--- src/rtl/servo_ramp_sequencer.sv ---
// servo_ramp_sequencer
//   Accepts a target (x, y, z) angle triple over a valid/ready handshake and
//   ramps the three 7-bit servo commands toward it one LSB per step tick, so
//   the downstream PWM stage never sees a pose jump.
//
// Ports
//   clk                  system clock, rising edge
//   rst                  asynchronous reset, active low
//   tgt_x/tgt_y/tgt_z    requested angles (clamped to ANGLE_MAX on accept)
//   tgt_valid/tgt_ready  target handshake; ready only while idle
//   hold                 freeze the ramp (counter and positions) while high
//   x/y/z                current commanded angles, registered
//   busy                 move in progress
//   done                 one-cycle pulse when all axes reach their targets

// Per-axis helper: target clamp, one-LSB step toward target, arrival flag.
module servo_ramp_axis #(
  parameter logic [6:0] ANGLE_MAX = 7'd120
) (
  input  logic [6:0] pos_i,
  input  logic [6:0] tgt_i,
  input  logic [6:0] req_i,
  output logic [6:0] step_o,
  output logic [6:0] clamp_o,
  output logic       at_tgt_o
);
  assign at_tgt_o = (pos_i == tgt_i);
  assign clamp_o  = (req_i > ANGLE_MAX) ? ANGLE_MAX : req_i;

  // Targets are always <= ANGLE_MAX, so +/-1 never wraps.
  always_comb begin
    step_o = pos_i;
    if (pos_i < tgt_i)      step_o = pos_i + 7'd1;
    else if (pos_i > tgt_i) step_o = pos_i - 7'd1;
  end
endmodule

module servo_ramp_sequencer #(
  parameter int         STEP_DIV  = 500000,
  parameter logic [6:0] HOME      = 7'd64,
  parameter logic [6:0] ANGLE_MAX = 7'd120
) (
  input  logic       clk,
  input  logic       rst,
  input  logic [6:0] tgt_x,
  input  logic [6:0] tgt_y,
  input  logic [6:0] tgt_z,
  input  logic       tgt_valid,
  output logic       tgt_ready,
  input  logic       hold,
  output logic [6:0] x,
  output logic [6:0] y,
  output logic [6:0] z,
  output logic       busy,
  output logic       done
);
  localparam int NUM_AXES = 3;
  localparam int CW = (STEP_DIV > 1) ? $clog2(STEP_DIV) : 1;
  localparam logic [CW-1:0] CNT_LAST = CW'(STEP_DIV - 1);

  typedef enum logic {IDLE, MOVE} state_t;

  state_t state_q, state_d;
  logic [CW-1:0] cnt_q, cnt_d;
  logic done_q, done_d;
  // Axis index 0 = x, 1 = y, 2 = z.
  logic [NUM_AXES-1:0][6:0] pos_q, pos_d, tgt_q, tgt_d;
  logic [NUM_AXES-1:0][6:0] req, clamp, step;
  logic [NUM_AXES-1:0]      at_tgt;

  assign req = {tgt_z, tgt_y, tgt_x};

  for (genvar i = 0; i < NUM_AXES; i++) begin : g_axis
    servo_ramp_axis #(.ANGLE_MAX(ANGLE_MAX)) u_axis (
      .pos_i   (pos_q[i]),
      .tgt_i   (tgt_q[i]),
      .req_i   (req[i]),
      .step_o  (step[i]),
      .clamp_o (clamp[i]),
      .at_tgt_o(at_tgt[i])
    );
  end

  always_comb begin
    state_d = state_q;
    cnt_d   = cnt_q;
    pos_d   = pos_q;
    tgt_d   = tgt_q;
    done_d  = 1'b0;
    case (state_q)
      IDLE: begin
        if (tgt_valid) begin
          tgt_d   = clamp;
          cnt_d   = '0;
          state_d = MOVE;
        end
      end
      MOVE: begin
        // Arrival wins over hold, so a hold after the last step never delays done.
        if (&at_tgt) begin
          state_d = IDLE;
          done_d  = 1'b1;
        end else if (hold) begin
          cnt_d = cnt_q;
        end else if (cnt_q == CNT_LAST) begin
          cnt_d = '0;
          pos_d = step;
        end else begin
          cnt_d = cnt_q + CW'(1);
        end
      end
      default: state_d = IDLE;
    endcase
  end

  always_ff @(posedge clk or negedge rst) begin
    if (!rst) begin
      state_q <= IDLE;
      cnt_q   <= '0;
      done_q  <= 1'b0;
      pos_q   <= {NUM_AXES{HOME}};
      tgt_q   <= {NUM_AXES{HOME}};
    end else begin
      state_q <= state_d;
      cnt_q   <= cnt_d;
      done_q  <= done_d;
      pos_q   <= pos_d;
      tgt_q   <= tgt_d;
    end
  end

  assign tgt_ready = (state_q == IDLE);
  assign busy      = (state_q == MOVE);
  assign done      = done_q;
  assign x         = pos_q[0];
  assign y         = pos_q[1];
  assign z         = pos_q[2];
endmodule

--- config.mk ---
export PLATFORM = sky130hd
export DESIGN_NAME = servo_ramp_sequencer
export DESIGN_NICKNAME = d
export VERILOG_FILES = /design/src/rtl/servo_ramp_sequencer.sv
export SDC_FILE = /design/constraint.sdc
export NUM_CORES = 1
export LEC_CHECK = 0
export ABC_AREA = 1
export CORE_MARGIN = 8
export CORE_UTILIZATION = 49
export CTS_BUF_LIST = sky130_fd_sc_hd__clkbuf_8 sky130_fd_sc_hd__clkbuf_16
export CTS_CLUSTER_SIZE = 24
export DETAILED_ROUTE_END_ITERATION = 10
export MAX_ROUTING_LAYER = met4
export PLACE_DENSITY = 0.71
export SETUP_SLACK_MARGIN = 0.1
export SLEW_MARGIN = 20
export SYNTH_ARGS = -nofsm -noshare
export SYNTH_HDL_FRONTEND = slang
export SYNTH_HIERARCHICAL = 1
export SYNTH_SLANG_ARGS = --single-unit
--- constraint.sdc ---
create_clock -name clk -period 3.95 [get_ports clk]
set_clock_uncertainty 0.15 [all_clocks]
set_input_delay 0.395 -clock clk [delete_from_list [all_inputs] [get_ports clk]]
set_output_delay 0.395 -clock clk [all_outputs]
set_load 0.05 [all_outputs]
Yosys cells after proc, flatten, opt, wreduce, memory -nomap -nowiden
Index checks and enable logic that the tools add are counted.

operators by class
  equal/unequal tests = 7
  reduce and logical (&&, ||, !) cells = 9
  $add $sub $neg = 7
  bitwise logic cells = 3
  muxes and demuxes = 19
  order comparisons = 9

operators by type and width
  cell                                                                 count
  19-bit two-way mux                                                   4
  7-bit two-way mux                                                    9
  19-bit one-hot mux with 2 select lines                               1
  7-bit by 1-bit adder with 7-bit output (second input constant)       3
  7-bit equality test                                                  3
  7-bit > comparator                                                   3
  7-bit > comparator (second input constant)                           3
  7-bit less-than comparator                                           3
  7-bit by 1-bit subtractor with 7-bit output (second input constant)  3
  19-bit by 1-bit adder with 19-bit output (second input constant)     1
  19-bit equality test (second input constant)                         1
  5-bit AND reduction                                                  3
  2-bit inequality test (second input constant)                        3
  3-bit AND reduction                                                  2
  2-bit nonzero test                                                   3
  1-bit two-way mux                                                    4
  1-bit NOT                                                            3
  1-bit one-hot mux with 2 select lines                                1
  2-bit AND reduction                                                  1

word-level totals
  register bits = 63
  word-level logic and storage cells = 63

Logic depth before layout (Yosys ltp)
  depth after elaboration = 5
  depth in mapped cells = 15
  gate-level depth less buffers = 15

Modules after synthesis
Netlist, hierarchy kept.

modules (own cells, without submodules)
  module                cells an instance  area an instance (µm²)  times used
  servo_ramp_sequencer  368                2,946.6                 1
  servo_ramp_axis       111                575.6                   3

Worst setup path after synthesis
No wires, ideal clock.

  path type = register -> register
  start point = register pos_q (netlist bit z[0])
  end point = register cnt_q[6]
  setup time = 118 ps
  period minus slack after synthesis = 2,388 ps
  setup slack = 1,562 ps
  arrival = 2,119 ps
  cell stages (with the launch flop) = 14
  buffers on the path = 1
  cells stage by stage = dfrtp_1 > inv_1 > ha_1 > inv_1 > nor2_1 > nand2_2 > inv_1 > nand3_1 > nand2_1 > nand2_2 > buf_6 > nand3_1 > xor2_1 > nor2_1

on the way
  word-level cells in the longest chain between the ends = 4

RTL lines
  what                             RTL line  text
  start, declared                  67        logic [NUM_AXES-1:0][6:0] pos_q, pos_d, tgt_q, tgt_d;
  start signal, assigned           121       pos_q <= {NUM_AXES{HOME}};
  start signal, assigned           127       pos_q <= pos_d;
  7-bit equality test              27        assign at_tgt_o = (pos_i == tgt_i);
  named net at_tgt[2]              69        logic [NUM_AXES-1:0] at_tgt;
  3-bit AND reduction              100       if (&at_tgt) begin
  2-bit inequality test (no line)  --
  3-bit AND reduction (no line)    --
  end signal, assigned             125       cnt_q <= cnt_d;
  end, declared                    64        logic [CW-1:0] cnt_q, cnt_d;

The timed path passes the listed nets, and every way through them passes these cells.
A chain may end at the register's enable or synchronous reset.

Worst setup path after layout
  start point = register tgt_q[20] (netlist bit)
  end point = register cnt_q[12]

on the way
  word-level cells in the longest chain between the ends = 4

RTL lines
  what                             RTL line  text
  start, declared                  67
  start signal, assigned           122       tgt_q <= {NUM_AXES{HOME}};
  start signal, assigned           128       tgt_q <= tgt_d;
  7-bit equality test              27
  named net at_tgt[2]              69
  3-bit AND reduction              100
  2-bit inequality test (no line)  --
  3-bit AND reduction (no line)    --

The timed path passes the listed nets, and every way through them passes these cells.

==> impl_results.md <==
- Register area: 1584 um2
- Final #Nets: 791
- R2r endpoint: cnt_q[12]
- Yosys warns: 6
- Via density: 4.991
- Critical Path AT: 2.53 ns
- Final setup fails: 0
- Wire per inst: 12.54 um
- Final hold vios: 0
- Internal power: 1.307 mW
- GRT Overall Usage: 0.1832
- Setup Buffers After CTS: 0
- Share of layout cells above drive strength 1: 0.08210
- Die Span Y: 113.7 um
- Worst Tran Pin Value: 0.9079 ns
- CTS root buf: clkbuf_8
- Fin Hold WS: 0.03367 ns
- Synthesis-to-finish area growth: 15.58%
- DRC: 0
- Post-synthesis sequential area ratio: 0.3390
- Combinational Power Share: 0.326
- Critical path class: reg2reg
- Worst R2R Path Depth: 12
- Crit path max fanout: 15
- CTS Hold Buffers Added: 0
- Area of the multi-input gates: 2544 um2
- CTS tree: done
- # IOs: 49
- Initial Utilization: 0.5058
- Max Clock Freq: 404.7 MHz
- Status: complete, no violations
- Total CTS buffers: 9
- Total gr overflow: 0
- Psw: 775.5 uW
- Die Span X: 113.7 um
- Initial antenna violation count: 0
- Post-synth EDFFs: 0
- Reg2Reg Launch Point: tgt_q[20]
- HPWL after detailed placement: 8.300 mm
- Post-DRT Antenna Nets: 0
- Vias in the first global route: 4258
- Required time of the worst setup path: 4.01 ns
- Leakage: 2.933 nW
- Clk_lat worst skew: 0.34 ns
- CP cell instances: inv_1, ha_1, nand2_2, nor2_4, nand2_2, inv_1, nand3_1, nand2_1, nand2_2, nand2_1, inv_1, nor2_1
- Bufs on Longest Clock Path: 2
- CP Capture Type: flop
- DIE AREA: 12920 um2
- Crit path time final: 2.471 ns
- CTS clock-pin slew for the worst setup and hold paths: 0.07 ns
- Reg power frac: 0.403
- Largest area contributor in the netlist: dfrtp_1
- Synth top area cells: dfrtp_1, nand2_1, inv_1
- Detailed router's first-iteration violation count: 284
- Tot Pwr: 2.083 mW
- Setup crit start kind: flop
- Total core area: 9240 um2
- Clock network power share: 0.271
- Post-synth ARST share: 1.000
- Most common cell in the netlist: nand2_1
- Synth unique cells: 26
- Crit-path slowest cell: dfstp_2
- Max incr delay on CP: 0.53 ns
- Hold WC Path Type: in2async
- Syn_area_per_cell: 6.667 um2
- Post-Place Setup Slack: 1.460 ns
- R2R Setup Slk: 1.48 ns
- Synth Flop Type: dfrtp_1
- DRT Wirelength: 10.94 mm
- Routability-driven placement congestion ratio: 0.9287
- First-pass GRT wire length: 19.11 mm
- Gate Count Post-Synth: 701
- Synthesized flop and latch total: 63
- Max cap viols: 0
- Final-layout fill cell count: 879
- Worst setup margin: 1.479 ns
- Post-synth top area share: 0.3052
- PostCTS Resize Cnt: 0
- Antenna Cells: 0
- VDD IR max: 0.0002395 V
- Synthesized area: 4673 um2
- Via count: 4352
- Most common library cells after synthesis: nand2_1, inv_1, nand3_1, nor2_1, dfrtp_1
- PwrDens: 385.6 nW/um2
- Sw frac: 0.3724
- Max-slew violations: 0
- TritonRoute pass-1 iters: 4
- Sink Count: 63
- Final period util: 0.6256
- Sum Neg Setup Slack: 0 ns
- Max_slew headroom: 0.3947
- H-tree levels: 3
- RSZ-0062 raised after global routing: false
- Row cnt: 35
- Largest net degree at the start of global routing: 42
- Syn_nets: 754
- PortBufs: 48
==> metrics by stage <==
stage / instance area (um2) / instances / util
finish: 5401 / 872 / 0.5846
global route: 5401 / 872 / 0.5846
CTS: 5401 / 872 / 0.5846
detailed placement: 5204 / 856 / 0.5632
global placement: 5204 / 856 / 0.5632
floorplan: 4673 / 701 / -
==> sequential cells by signal (all words and copies together) (netlist names) <==
name and cells:
busy 1, cnt_q 19, done 1, tgt_q 21, x 7, y 7
z 7
==> routing by layer <==
metal	vias to the layer above	part of all wire	track usage
met1	2018	0.43	0.2088
met2	77	0.52	0.3227
met5	-	0	-
met4	0	0.014	0.06394
met3	13	0.034	0.02536
li1	2244	-	-
==> cell type report <==
class	instances	share of cell area
tap	129	0.02988
clock buffer	10	0.02548
timing repair buffer	52	0.09358
multi-input combinational	503	0.4709
inverter	109	0.07575
sequential	63	0.2933
clock inverter	6	0.01112
==> power groups by stage <==
stage          clock network, mW  registers (mW)  logic, mW
2_1_floorplan                  0           0.831      0.534
3_3_place_gp                   0           0.847      0.658
3_5_place_dp                   0           0.851      0.681
4_1_cts                    0.579           0.840      0.683
5_1_grt                    0.605           0.856      0.788
6_report                   0.564           0.840      0.679
==> critical path, delay by kind of cell (launching register included) <==
family        cells  cell delay (ns)
flops             1             0.53
fa+ha+maj         1             0.29
simple gates      8             0.91
buf+inv           3             0.46
==> worst max path at each step <==
stage / endpoint / cells past startpoint / slack, ns / start
4_1_cts: cnt_q[14] / 15 / 1.46 / tgt_q[20]
6_report: cnt_q[12] / 12 / 1.48 / tgt_q[20]
3_3_place_gp: cnt_q[14] / 15 / 1.52 / x[0]
5_1_grt: cnt_q[14] / 15 / 1.21 / tgt_q[20]
2_1_floorplan: cnt_q[6] / 13 / 1.56 / z[0]
3_5_place_dp: cnt_q[14] / 15 / 1.46 / tgt_q[20]
==> kinds of logic after synthesis <==
logic type      synth area share
fa+ha+maj                0.07497
buf+inv                   0.1167
compound gates           0.02490
xor+xnor                 0.02249
flops                     0.3390
simple gates              0.4220
==> cell usage in the layout (no fill, tap or decap), types with 9 or more instances in the layout <==
cell type / Yosys / final
nand4_1: 28 / 28
inv_1: 102 / 102
nor3_1: 9 / 9
nand3_1: 75 / 75
xor2_1: 12 / 12
dfrtp_1: 57 / 57
clkdlybuf4s50_1: 0 / 47
nor2_1: 59 / 59
clkbuf_8: 0 / 10
nand2_1: 250 / 250
nand2_2: 14 / 14
ha_1: 28 / 28
No activity file was read; power rests on OpenSTA's default activity.
